===== config.mk =====
export PLATFORM = sky130hd
export DESIGN_NAME = eth_rx_frame_filter
export DESIGN_NICKNAME = d
export VERILOG_FILES = /design/src/rtl/eth_rx_frame_filter.sv
export SDC_FILE = /design/constraint.sdc
export NUM_CORES = 1
export LEC_CHECK = 0
export CORE_MARGIN = 4
export CORE_UTILIZATION = 51
export CTS_CLUSTER_DIAMETER = 150
export CTS_CLUSTER_SIZE = 25
export DETAILED_ROUTE_END_ITERATION = 8
export HOLD_SLACK_MARGIN = 0.02
export PLACE_DENSITY = 0.85
export SLEW_MARGIN = 20
export SYNTH_ARGS = -nofsm -noshare
export SYNTH_HDL_FRONTEND = slang
export SYNTH_SLANG_ARGS = --single-unit

===== constraint.sdc =====
create_clock -name i_eth_clk -period 5.4 [get_ports i_eth_clk]
set_clock_uncertainty 0.2 [all_clocks]
set_input_delay 0.81 -clock i_eth_clk [delete_from_list [all_inputs] [get_ports i_eth_clk]]
set_output_delay 0.81 -clock i_eth_clk [all_outputs]
set_load 0.01 [all_outputs]

===== src/rtl/eth_rx_frame_filter.sv =====
// Byte-wide Ethernet RX parser: strips preamble/SFD, filters on destination MAC, checks FCS,
// and stores post-EtherType bytes into a ring of fixed-size memory slots.
module eth_rx_frame_filter #(
  parameter logic [47:0] LOCAL_MAC    = 48'h1A2B3C4D5E6F,
  parameter bit          ACCEPT_BCAST = 1'b1,
  parameter int          SLOT_BITS    = 10,
  parameter int          SLOT_IDX_W   = 6,
  parameter int          ADDR_W       = SLOT_BITS + SLOT_IDX_W
) (
  input  logic                  i_eth_clk,
  input  logic                  i_rst,
  input  logic                  i_rx_dv,
  input  logic                  i_rx_er,
  input  logic [7:0]            i_rx_data,
  input  logic                  i_promisc,
  input  logic                  i_slot_release,
  output logic                  o_mem_we,
  output logic [ADDR_W-1:0]     o_mem_wr_addr,
  output logic [7:0]            o_mem_wr_data,
  output logic                  o_frame_valid,
  output logic [SLOT_IDX_W-1:0] o_frame_slot,
  output logic [SLOT_BITS:0]    o_frame_len,
  output logic [15:0]           o_ethertype,
  output logic                  o_busy,
  output logic [SLOT_IDX_W:0]   o_slots_used,
  output logic [15:0]           o_drop_count
);

  localparam logic [SLOT_IDX_W:0] SLOTS_FULL  = (SLOT_IDX_W+1)'(2**SLOT_IDX_W);
  localparam logic [SLOT_BITS:0]  SLOT_SIZE   = (SLOT_BITS+1)'(2**SLOT_BITS);
  localparam logic [SLOT_BITS:0]  FCS_LEN     = (SLOT_BITS+1)'(4);
  localparam logic [31:0]         CRC_RESIDUE = 32'hDEBB20E3;

  localparam logic [2:0] S_IDLE = 3'd0;
  localparam logic [2:0] S_PRE  = 3'd1;
  localparam logic [2:0] S_DST  = 3'd2;
  localparam logic [2:0] S_SRC  = 3'd3;
  localparam logic [2:0] S_TYPE = 3'd4;
  localparam logic [2:0] S_PAY  = 3'd5;
  localparam logic [2:0] S_CHK  = 3'd6;
  localparam logic [2:0] S_WAIT = 3'd7;

  // Reflected CRC-32, one byte consumed LSB first.
  function automatic logic [31:0] crc32_byte(input logic [31:0] c, input logic [7:0] d);
    logic [31:0] r;
    r = c;
    for (int i = 0; i < 8; i++)
      r = (r[0] ^ d[i]) ? ((r >> 1) ^ 32'hEDB88320) : (r >> 1);
    return r;
  endfunction

  logic [2:0]            state_q, state_d;
  logic [2:0]            cnt_q, cnt_d;
  logic [47:0]           dst_q, dst_d;
  logic [15:0]           etype_q, etype_d;
  logic [31:0]           crc_q, crc_d;
  logic                  er_q, er_d;
  logic [SLOT_BITS:0]    offset_q, offset_d;
  logic [SLOT_IDX_W-1:0] wr_slot_q, wr_slot_d;
  logic [SLOT_IDX_W-1:0] rd_slot_q, rd_slot_d;
  logic [SLOT_IDX_W:0]   used_q, used_d;
  logic [15:0]           drops_q, drops_d;
  logic                  busy_q, busy_d;
  logic                  we_q, we_d;
  logic [ADDR_W-1:0]     waddr_q, waddr_d;
  logic [7:0]            wdata_q, wdata_d;

  logic [47:0] mac_full;
  logic        mac_ok, good, commit, drop, rel_ok;

  always_comb begin
    state_d   = state_q;
    cnt_d     = cnt_q;
    dst_d     = dst_q;
    etype_d   = etype_q;
    crc_d     = crc_q;
    er_d      = er_q;
    offset_d  = offset_q;
    busy_d    = busy_q;
    we_d      = 1'b0;
    waddr_d   = waddr_q;
    wdata_d   = wdata_q;
    commit    = 1'b0;
    drop      = 1'b0;
    mac_full  = {dst_q[39:0], i_rx_data};
    mac_ok    = i_promisc || (mac_full == LOCAL_MAC) || (ACCEPT_BCAST && (mac_full == '1));
    good      = (crc_q == CRC_RESIDUE) && !er_q && (offset_q >= FCS_LEN);

    // CRC and error tracking cover every byte from the first DST byte on.
    if (i_rx_dv && (state_q inside {S_DST, S_SRC, S_TYPE, S_PAY})) begin
      crc_d = crc32_byte(crc_q, i_rx_data);
      er_d  = er_q | i_rx_er;
    end

    case (state_q)
      S_IDLE: if (i_rx_dv && i_rx_data == 8'h55) state_d = S_PRE;
      S_PRE: begin
        if (!i_rx_dv) state_d = S_IDLE;
        else if (i_rx_data == 8'hD5) begin
          state_d = S_DST;
          busy_d  = 1'b1;
          cnt_d   = 3'd0;
          crc_d   = 32'hFFFFFFFF;
          er_d    = i_rx_er;
        end else if (i_rx_data != 8'h55) state_d = S_WAIT;
      end
      S_DST, S_SRC, S_TYPE: begin
        if (!i_rx_dv) begin
          // Truncated header after SFD: treat as a dropped frame.
          state_d = S_IDLE;
          busy_d  = 1'b0;
          drop    = 1'b1;
        end else begin
          cnt_d = cnt_q + 3'd1;
          if (state_q == S_DST) begin
            dst_d = mac_full;
            if (cnt_q == 3'd5) begin
              cnt_d = 3'd0;
              if (mac_ok) state_d = S_SRC;
              else begin
                state_d = S_WAIT;
                drop    = 1'b1;
              end
            end
          end else if (state_q == S_SRC) begin
            if (cnt_q == 3'd5) begin
              cnt_d   = 3'd0;
              state_d = S_TYPE;
            end
          end else begin
            etype_d = {etype_q[7:0], i_rx_data};
            if (cnt_q == 3'd1) begin
              cnt_d = 3'd0;
              if (used_q == SLOTS_FULL) begin
                state_d = S_WAIT;
                drop    = 1'b1;
              end else begin
                state_d  = S_PAY;
                offset_d = '0;
              end
            end
          end
        end
      end
      S_PAY: begin
        if (!i_rx_dv) state_d = S_CHK;
        else if (offset_q == SLOT_SIZE) begin
          state_d = S_WAIT;
          drop    = 1'b1;
        end else begin
          we_d     = 1'b1;
          waddr_d  = {wr_slot_q, offset_q[SLOT_BITS-1:0]};
          wdata_d  = i_rx_data;
          offset_d = offset_q + 1'b1;
        end
      end
      S_CHK: begin
        state_d = S_IDLE;
        busy_d  = 1'b0;
        commit  = good;
        drop    = !good;
      end
      default: if (!i_rx_dv) begin
        state_d = S_IDLE;
        busy_d  = 1'b0;
      end
    endcase

    rel_ok    = i_slot_release && (used_q != '0);
    wr_slot_d = commit ? wr_slot_q + 1'b1 : wr_slot_q;
    rd_slot_d = rel_ok ? rd_slot_q + 1'b1 : rd_slot_q;
    used_d    = used_q;
    if (commit && !rel_ok) used_d = used_q + 1'b1;
    else if (!commit && rel_ok) used_d = used_q - 1'b1;
    drops_d = (drop && drops_q != 16'hFFFF) ? drops_q + 16'd1 : drops_q;
  end

  always_ff @(posedge i_eth_clk or posedge i_rst) begin
    if (i_rst) begin
      state_q   <= S_IDLE;
      cnt_q     <= '0;
      dst_q     <= '0;
      etype_q   <= '0;
      crc_q     <= '0;
      er_q      <= 1'b0;
      offset_q  <= '0;
      wr_slot_q <= '0;
      rd_slot_q <= '0;
      used_q    <= '0;
      drops_q   <= '0;
      busy_q    <= 1'b0;
      we_q      <= 1'b0;
      waddr_q   <= '0;
      wdata_q   <= '0;
    end else begin
      state_q   <= state_d;
      cnt_q     <= cnt_d;
      dst_q     <= dst_d;
      etype_q   <= etype_d;
      crc_q     <= crc_d;
      er_q      <= er_d;
      offset_q  <= offset_d;
      wr_slot_q <= wr_slot_d;
      rd_slot_q <= rd_slot_d;
      used_q    <= used_d;
      drops_q   <= drops_d;
      busy_q    <= busy_d;
      we_q      <= we_d;
      waddr_q   <= waddr_d;
      wdata_q   <= wdata_d;
    end
  end

  assign o_mem_we      = we_q;
  assign o_mem_wr_addr = waddr_q;
  assign o_mem_wr_data = wdata_q;
  assign o_frame_valid = commit;
  assign o_frame_slot  = wr_slot_q;
  assign o_frame_len   = commit ? offset_q - FCS_LEN : '0;
  assign o_ethertype   = etype_q;
  assign o_busy        = busy_q;
  assign o_slots_used  = used_q;
  assign o_drop_count  = drops_q;

endmodule


# Yosys cells after proc, flatten, opt, wreduce, memory -nomap -nowiden
# Cells that the tools add are included.
# word_totals
register_bits	161
in_bits	14
output_inout_bits	83
elab_cells	175
# classes
n_addsub	7
n_lt_le_gt_ge	1
n_eq_ne	34
n_mux	69
n_bitwise	21
reduce_logical	29
# op_table
op	n
$mux W32	12
$not A13 Y14	8
$mux W11	8
$mux W3	21
$eq A48 B45 Y1 const B	1
$eq A48 B48 Y1 const B	1
$eq A32 B32 Y1 const B	1
$pmux W11 S2	1
$mux W1	20
$ne A2 B2 Y1 const B	10
$add A16 B1 Y16 const B	1
$ne A16 B16 Y1 const B	1
$pmux W3 S5	1
$mux W7	2
$eq A3 B3 Y1 const B	4
$ne A4 B4 Y1 const B	3
$reduce_and A4 Y1	3
$add A11 B1 Y11 const B	1
$eq A11 B11 Y1 const B	1
$ge A11 B3 Y1 const B	1
$sub A11 B3 Y11 const B	1
$eq A8 B7 Y1 const B	1
$eq A8 B8 Y1 const B	1
$logic_and A1 B1 Y1	8
other kinds (29)	49

# Logic depth before layout (Yosys ltp)
# Gate-level depths: netlist of the first run.
# depth
depth_word	20
mapped_depth	17

# Worst setup path after synthesis of the first run
# No wires, ideal clock.
# synth_timing
path_kind	reg2reg
startpoint	reg crc_q[3]
endpoint	reg used_q[6] (netlist: o_slots_used[6])
t_arrival_ns	3.262
required_ns	5.120
path_slack_ns	1.858
stages_incl_launch_ff	16
path_cell_list	dfrtp_1 > or4b_1 > nor4_2 > o2111ai_1 > or2_1 > buf_6 > inv_2 > ha_1 > inv_1 > ha_1 > a21oi_1 > o21bai_1 > a21o_1 > a21oi_1 > mux2i_1 > xnor2_1
# synth_via
elab_chain_len	7
elab_cells_between_ends	9
cone_classes	1 x eq/ne; 2 x mux; 6 x reduce/logical
# synth_lines
element	line	source
start: declaration	56	logic [31:0] crc_q, crc_d;
start signal: assignment	200	crc_q <= crc_d;
$eq A32 B32 Y1 *	87	good = (crc_q == CRC_RESIDUE) && !er_q && (offset_q >= FCS_LEN);
$logic_and A1 B1 Y1 * (2 in a row)	87	
$mux W1 *	95	case (state_q)
named net o_frame_valid	20	output logic o_frame_valid,
$logic_not A1 Y1	174	else if (!commit && rel_ok) used_d = used_q - 1'b1;
$logic_and A1 B1 Y1	174	
$reduce_bool A2 Y1 (no source line)	-	
end signal: assignment	205	used_q <= used_d;
end: declaration	61	logic [SLOT_IDX_W:0] used_q, used_d;
# The timed path passes the listed nets; every way through them passes the cells marked *.
# A chain may end at the register's enable or synchronous reset.

# Worst setup path in the final report of the first run
# layout_timing
startpoint	reg crc_q[3]
endpoint	out o_frame_len[7]
# layout_via
elab_chain_len	5
# layout_lines
element	line	source
$eq A32 B32 Y1	87	
$logic_and A1 B1 Y1 (2 in a row)	87	
$mux W1	95	
$mux W11	219	assign o_frame_len = commit ? offset_q - FCS_LEN : '0;
end: declaration	22	output logic [SLOT_BITS:0] o_frame_len,
# No other way between the ends.

==> results of run 1 <==
[sequential cells by signal, indices dropped and copies added, names as in the netlist, 3 cells and up]
name,cells
dst_q,40
crc_q,32
o_drop_count,16
o_ethertype,16
o_mem_wr_addr,16
offset_q,11
o_mem_wr_data,8
o_slots_used,7
o_frame_slot,6
cnt_q,3
state_q,3
[cell families after synthesis]
kind of cell,Yosys count,synth area share (%)
AOI/OAI and AO/OA,101,6.92
xor gates and xnor gates,106,12.6
DFF,161,49.2
adders and majority gates,15,2.38
muxes,87,11.9
and+or+nand+nor,240,14.7
buffers and inverters,46,2.37
[power by group through the flow]
stage / registers [W] / logic [W] / clock network [W]
floorplan: 0.00193 / 0.00177 / 0
global placement: 0.00198 / 0.00226 / 0
detailed placement: 0.00200 / 0.00231 / 0
CTS: 0.00199 / 0.00233 / 0.00121
global route: 0.00205 / 0.00257 / 0.00125
finish: 0.00199 / 0.00232 / 0.00118
[worst min path at each step]
stage,cells after the start,start,endpoint
2_1_floorplan,1,er_q,er_q
3_3_place_gp,2,o_busy,o_busy
3_5_place_dp,2,o_busy,o_busy
4_1_cts,2,o_busy,o_busy
5_1_grt,1,o_drop_count[12],o_drop_count[12]
6_report,2,o_busy,o_busy
[synth_stat cells (20+ instances only)]
cell	instances
sky130_fd_sc_hd__dfrtp_1	161
sky130_fd_sc_hd__mux2_2	81
sky130_fd_sc_hd__nand2_1	75
sky130_fd_sc_hd__xnor2_1	72
sky130_fd_sc_hd__nor2_1	64
sky130_fd_sc_hd__o21ai_0	41
sky130_fd_sc_hd__a21oi_1	39
sky130_fd_sc_hd__xor2_1	22
sky130_fd_sc_hd__clkbuf_1	21
sky130_fd_sc_hd__nand3_1	20
sky130_fd_sc_hd__nand4_1	20
[critical path: stages (launching register included)]
cell and delay [ns]:
sky130_fd_sc_hd__dfrtp_1 0.41, sky130_fd_sc_hd__or4b_1 0.56, sky130_fd_sc_hd__nor4_2 0.26, sky130_fd_sc_hd__o2111ai_1 0.17
sky130_fd_sc_hd__or2_1 0.47, sky130_fd_sc_hd__a21oi_1 0.29, sky130_fd_sc_hd__clkdlybuf4s50_1 0.58
[layout make-up]
cell class | instances | area [um2]
Multi-Input combinational cell | 549 | 4000
Fill cell | 1227 | 5880
Clock inverter | 9 | 108
Tap cell | 216 | 270
Timing Repair Buffer | 102 | 1010
Sequential cell | 161 | 4030
Clock buffer | 22 | 474
Inverter | 15 | 63.8
[layer usage]
layer,global-route usage [%],part of all wire [%]
met2,31.4,46
met3,5.40,6.8
met4,6.28,1.4
met1,29.1,46
met5,0,0
[metrics by stage]
step,hold slack (ns),instance area (um2),std cells,setup slack (ns)
floorplan,0.266,8190,756,0.0417
global placement,0.250,9360,1043,1.45
detailed placement,0.265,9360,1043,1.36
CTS,0.284,9940,1074,1.24
global route,0.319,9950,1074,1.05
finish,0.285,9950,1074,1.23
==> metrics.log, run 1 <==
INFO  metric critPathKind = flip-flop to output pin
INFO  metric drt-total-wl = roughly 18,000 um
INFO  metric numClockSinks = between 150 and 200
INFO  metric antenna_violation_net_count_after_detailed_routing = 0
INFO  metric clock_path_buffers = 2
INFO  metric io-pin-count = 97
INFO  metric vdd_drop_max = between 0.0003 and 0.0004 V
INFO  metric initial_core_util = 51.8%
INFO  metric dp_hpwl = roughly 12,000 um
INFO  metric drt-pass1-iter-count = 5
INFO  metric number_of_hold_violations_in_the_final_report = 0
INFO  metric via_count = about 6,000
INFO  metric power.share.clock = between 20% and 30%
INFO  metric r2r-start = offset_q[2]
INFO  metric asyncSetResetFlopFracSynth = 100%
INFO  metric vias_per_cell = about 5.5
INFO  metric critPathLaunch = crc_q[3]
INFO  metric postSynthAreaPerCell = 10.8 um2
INFO  metric synth_nets = about 790
INFO  metric synth_warnings = 0
INFO  metric leakagePower = 4.38 nW
INFO  metric synth-seq-cells = between 150 and 200
INFO  metric max-cap-violations = 0
INFO  metric slack_of_the_worst_reg_to_reg_path = around 1.3 ns
INFO  metric core.rowCount = 46
INFO  metric cts_max_level = 4
INFO  metric tightestPinTransition = 1.06 ns
INFO  metric timing.final.crit_period = approximately 4.2 ns
INFO  metric floorplan.die_area = 18,200 um2
INFO  metric synth_edf_count = 0
INFO  metric max_clock_freq = 240 MHz
INFO  metric power.internal = ~0.0035 W
INFO  metric routedWlPerCell = about 17 um
INFO  metric worst_setup_path_start_kind = flip-flop
INFO  metric cts-hold-fix-buffers = 0
INFO  metric fin_util = 62.8%
INFO  metric drive_gt1_share = between 10% and 20%
INFO  metric finalNetCount = between 800 and 900
INFO  metric tritoncts_clock_tree = yes
INFO  metric synth_seq_area_share = about half
INFO  metric grt_pass1_wl = about 30,000 um
INFO  metric antenna_found_initial = 0
INFO  metric post-layout-total-power = about 0.0055 W
INFO  metric reg2reg_depth = 14
INFO  metric power.switching = 0.00198 W
INFO  metric first_global_vias = between 5,000 and 6,000
INFO  metric synth_top_cell_area_share = between 40 and 50%
INFO  metric setup-tns-final = 0 ns
INFO  metric worstPathMaxFanout = 15
INFO  metric yosysUniqueCellTypes = 56
INFO  metric die_height = between 100 and 150 um
INFO  metric slew_headroom = 28.9%
INFO  metric area_growth_syn_to_layout = 21.4%
INFO  metric status = completed
INFO  metric gr-total-overflow = 0
INFO  metric final_cell_mix = sky130_fd_sc_hd__dfrtp_1 (161), sky130_fd_sc_hd__clkdlybuf4s50_1 (96), sky130_fd_sc_hd__mux2_2 (81), sky130_fd_sc_hd__nand2_1 (75), sky130_fd_sc_hd__xnor2_1 (72)
INFO  metric setup_viol_count_final = 0
INFO  metric crit_path_end = o_frame_len[7]
INFO  metric sequentialPowerShare = a little over a third
INFO  metric synth_area_leader_cell = sky130_fd_sc_hd__dfrtp_1
INFO  metric post_synth_instance_area = 8190 um2
INFO  metric holdCritPathClass = flip-flop to flip-flop
INFO  metric power.density_cell_area = 553 nW/um2
INFO  metric clock_latency_reported_for_the_late_side_of_the_worst_skew_pair = 0.43 ns
INFO  metric grt_start_max_net_pins = about 120
INFO  metric cts_root_buffer = sky130_fd_sc_hd__clkbuf_16
INFO  metric chipWidth = 135 um
INFO  metric combinational_power_share = approximately 42%
INFO  metric power.share.switching = a little over a third
INFO  metric post_cts_sizing_count = 0
INFO  metric ys.flop_type = sky130_fd_sc_hd__dfrtp_1
INFO  metric crit-reg2reg-capture = o_slots_used[6]
INFO  metric core_area = 15,800 um2
INFO  metric detailedRoute.firstIterationViolations = approximately 410
INFO  metric synth_cells = around 760
INFO  metric n_antenna_cell = 0
INFO  metric grt_setup_unrepaired = false
INFO  metric worstPathArrival = around 3.2 ns
INFO  metric cts.reportedPaths.clkPinSlew = 0.06 ns
INFO  metric cp-end-kind = output pin
INFO  metric synth_area_leaders = sky130_fd_sc_hd__dfrtp_1 (49%), sky130_fd_sc_hd__mux2_2 (11%), sky130_fd_sc_hd__xnor2_1 (7.7%)
INFO  metric gp_routability_congestion = approximately 0.84
INFO  metric data_required_time_of_the_critical_path = between 4 and 5 ns
INFO  metric number_of_clock_buffers_inserted_by_tritoncts = 17
INFO  metric drv_slew = 0
INFO  metric drc = 0
INFO  metric io_buffers = 96
INFO  metric global_route.usage.total = between 20% and 30%
INFO  metric final_common_cell = sky130_fd_sc_hd__dfrtp_1
INFO  metric post-cts-setup-buffer-count = 0
INFO  metric post-route-period-util = between 70 and 80%
No activity file was read; power rests on OpenSTA's default activity.
==> run 2, diff against run 1 <==
- CORE_UTILIZATION: 51 -> 52
- PLACE_DENSITY: 0.85 -> 0.83
- clock period: 5.4 -> 4 ns (I/O delays scaled with it)
==> run 2 against run 1 <==
  * Largest power group unchanged
  * Largest cell class is now multi-input combinational cells
  * Utilization increased by 3.0 points
  * First-iteration DRC count increased by 6.1%
  * Clock-buffer cell count decreased by 1
==> metrics.log, run 2 (same netlist as run 1, synthesis figures left out) <==
INFO  metric sequentialPowerShare = roughly a third
INFO  metric post-route-period-util = 96.3%
INFO  metric most_flop_heavy_register = dst_q
INFO  metric drc = 0
INFO  metric chipWidth = 134 um
INFO  metric power.internal = 0.00481 W
INFO  metric cts-hold-fix-buffers = 0
INFO  metric n_antenna_cell = 0
INFO  metric power.switching = ~0.0027 W
INFO  metric post_cts_sizing_count = 0
INFO  metric leakagePower = ~4.5 nW
INFO  metric drive_gt1_share = 18.4%
INFO  metric area_growth_syn_to_layout = 23.1%
INFO  metric timing.final.crit_period = between 3 and 4 ns
INFO  metric grt_pass1_wl = about 30,000 um
INFO  metric largest_register_ffs = 40
INFO  metric first_global_vias = roughly 6,000
INFO  metric setup-tns-final = 0 ns
INFO  metric numPlacedInstances = about 1,000
INFO  metric drv_slew = 0
INFO  metric post-cts-setup-buffer-count = 0
INFO  metric slew_headroom = between 50% and 60%
INFO  metric io-pin-count = 97
INFO  metric tritoncts_clock_tree = yes
INFO  metric worstPathArrival = 3.05 ns
INFO  metric critPathKind = flip-flop to output pin
INFO  metric floorplan.die_area = around 18,000 um2
INFO  metric antenna_found_initial = 0
INFO  metric power.density_cell_area = 750 nW/um2
INFO  metric final_common_cell = sky130_fd_sc_hd__dfrtp_1
INFO  metric power.share.clock = a little over a fifth
INFO  metric worstPathMaxFanout = 14
INFO  metric drt-total-wl = about 18,000 um
INFO  metric routedWlPerCell = about 17 um
INFO  metric status = completed
INFO  metric grt_setup_unrepaired = false
INFO  metric combinational_power_share = 43.4%
INFO  metric fin_util = between 60% and 70%
INFO  metric dp_worst_setup_slack = between 0.15 and 0.2 ns
INFO  metric layout_top_registers = dst_q (40), crc_q (32)
INFO  metric dp_hpwl = 12,300 um
INFO  metric die_height = roughly 130 um
INFO  metric cts_max_level = 4
INFO  metric post-layout-total-power = about 0.0076 W
INFO  metric finish.cell_count_without_fillers = around 1,100
INFO  metric antenna_violation_net_count_after_detailed_routing = 0
INFO  metric io_buffers = 96
INFO  metric gr-total-overflow = 0
INFO  metric final_cell_mix = sky130_fd_sc_hd__dfrtp_1 (161), sky130_fd_sc_hd__clkdlybuf4s50_1 (96), sky130_fd_sc_hd__mux2_2 (81), sky130_fd_sc_hd__nand2_1 (75), sky130_fd_sc_hd__xnor2_1 (72)
INFO  metric max-cap-violations = 0
INFO  metric core_area = between 15,000 and 20,000 um2
INFO  metric vdd_drop_max = between 0.0004 and 0.0005 V
INFO  metric finalNetCount = a little under 900
INFO  metric setup_viol_count_final = 0
INFO  metric cts.reportedPaths.clkPinSlew = about 0.060 ns
INFO  metric data_required_time_of_the_critical_path = between 3 and 4 ns
INFO  metric number_of_hold_violations_in_the_final_report = 0
INFO  metric power.share.switching = about 36%
INFO  metric cts_root_buffer = sky130_fd_sc_hd__clkbuf_16
INFO  metric core.rowCount = 45
INFO  metric max_clock_freq = about 260 MHz
INFO  metric initial_core_util = 53.5%
INFO  metric detailedRoute.firstIterationViolations = 433
INFO  metric setup_ws = about 0.15 ns
INFO  metric clock_path_buffers = 2
INFO  metric clock_latency_reported_for_the_late_side_of_the_worst_skew_pair = approximately 0.43 ns
INFO  metric number_of_clock_buffers_inserted_by_tritoncts = 17
INFO  metric worst_setup_path_start_kind = flip-flop
INFO  metric tightestPinTransition = approximately 0.74 ns
INFO  metric holdCritPathClass = flip-flop to flip-flop
INFO  metric via_count = approximately 6,000
INFO  metric grt_start_max_net_pins = between 100 and 150
INFO  metric cp-end-kind = output pin
INFO  metric gp_routability_congestion = 0.867
INFO  metric numClockSinks = around 160
INFO  metric drt-pass1-iter-count = 5
INFO  metric global_route.usage.total = between 20% and 30%
INFO  metric vias_per_cell = roughly 5.5
==> run 2: cell types whose count changed in the layout (fill, tap and decap cells not counted), sizes merged <==
| cell | change |
|---|---|
| buf | +11 |
| inv | +1 |
| clkbuf | -1 |
| clkinvlp | +1 |
==> run 2: final timing paths <==
path	start	slack (ns)	depth (start not counted)	end
max	crc_q[11]	0.15	7	o_frame_len[7]
min	o_drop_count[8]	0.29	1	o_drop_count[8]
max reg2reg	crc_q[11]	0.27	14	o_slots_used[5]
min reg2reg	o_drop_count[8]	0.29	1	o_drop_count[8]
max in group asynchronous	i_rst	2.31	3	o_mem_wr_addr[5]
min in group asynchronous	i_rst	0.36	2	o_ethertype[13]
==> run 2: layout make-up <==
class	count	area, um2
Clock buffer	21	470
Clock inverter	11	129
Fill cell	1180	5230
Inverter	15	60.1
Multi-Input combinational cell	549	4030
Sequential cell	161	4030
Tap cell	211	264
Timing Repair Buffer	113	1100
==> run 2: through the flow <==
stage / instance area, um2 / hold slack, ns
6_report: 10100 / 0.291
5_1_grt: 10100 / 0.310
4_1_cts: 10000 / 0.292
3_5_place_dp: 9450 / 0.270
3_3_place_gp: 9450 / 0.259
2_1_floorplan: 8200 / 0.266
==> run 2: power by group through the flow <==
stage / logic (W) / clock network, W / registers [W]
2_1_floorplan: 0.00239 / 0 / 0.00260
3_3_place_gp: 0.00320 / 0 / 0.00263
3_5_place_dp: 0.00325 / 0 / 0.00266
4_1_cts: 0.00329 / 0.00166 / 0.00264
5_1_grt: 0.00360 / 0.00172 / 0.00273
6_report: 0.00328 / 0.00164 / 0.00264
==> run 2: metal layers <==
layer	share of wire (%)	up-vias	global-route usage, %
met1	45	2964	28.6
met5	0	-	0
met2	46	164	32.7
li1	-	2832	-
met4	2.0	0	7.03
met3	6.3	29	5.85
==> run 2: critical path, cell delays in order, from the launching register on <==
cell,delay [ns]
sky130_fd_sc_hd__dfrtp_1,0.40
sky130_fd_sc_hd__or4b_1,0.58
sky130_fd_sc_hd__nor4_4,0.27
sky130_fd_sc_hd__o2111ai_2,0.15
sky130_fd_sc_hd__or2_1,0.28
sky130_fd_sc_hd__buf_4,0.21
sky130_fd_sc_hd__a21oi_1,0.17
sky130_fd_sc_hd__clkdlybuf4s50_1,0.57
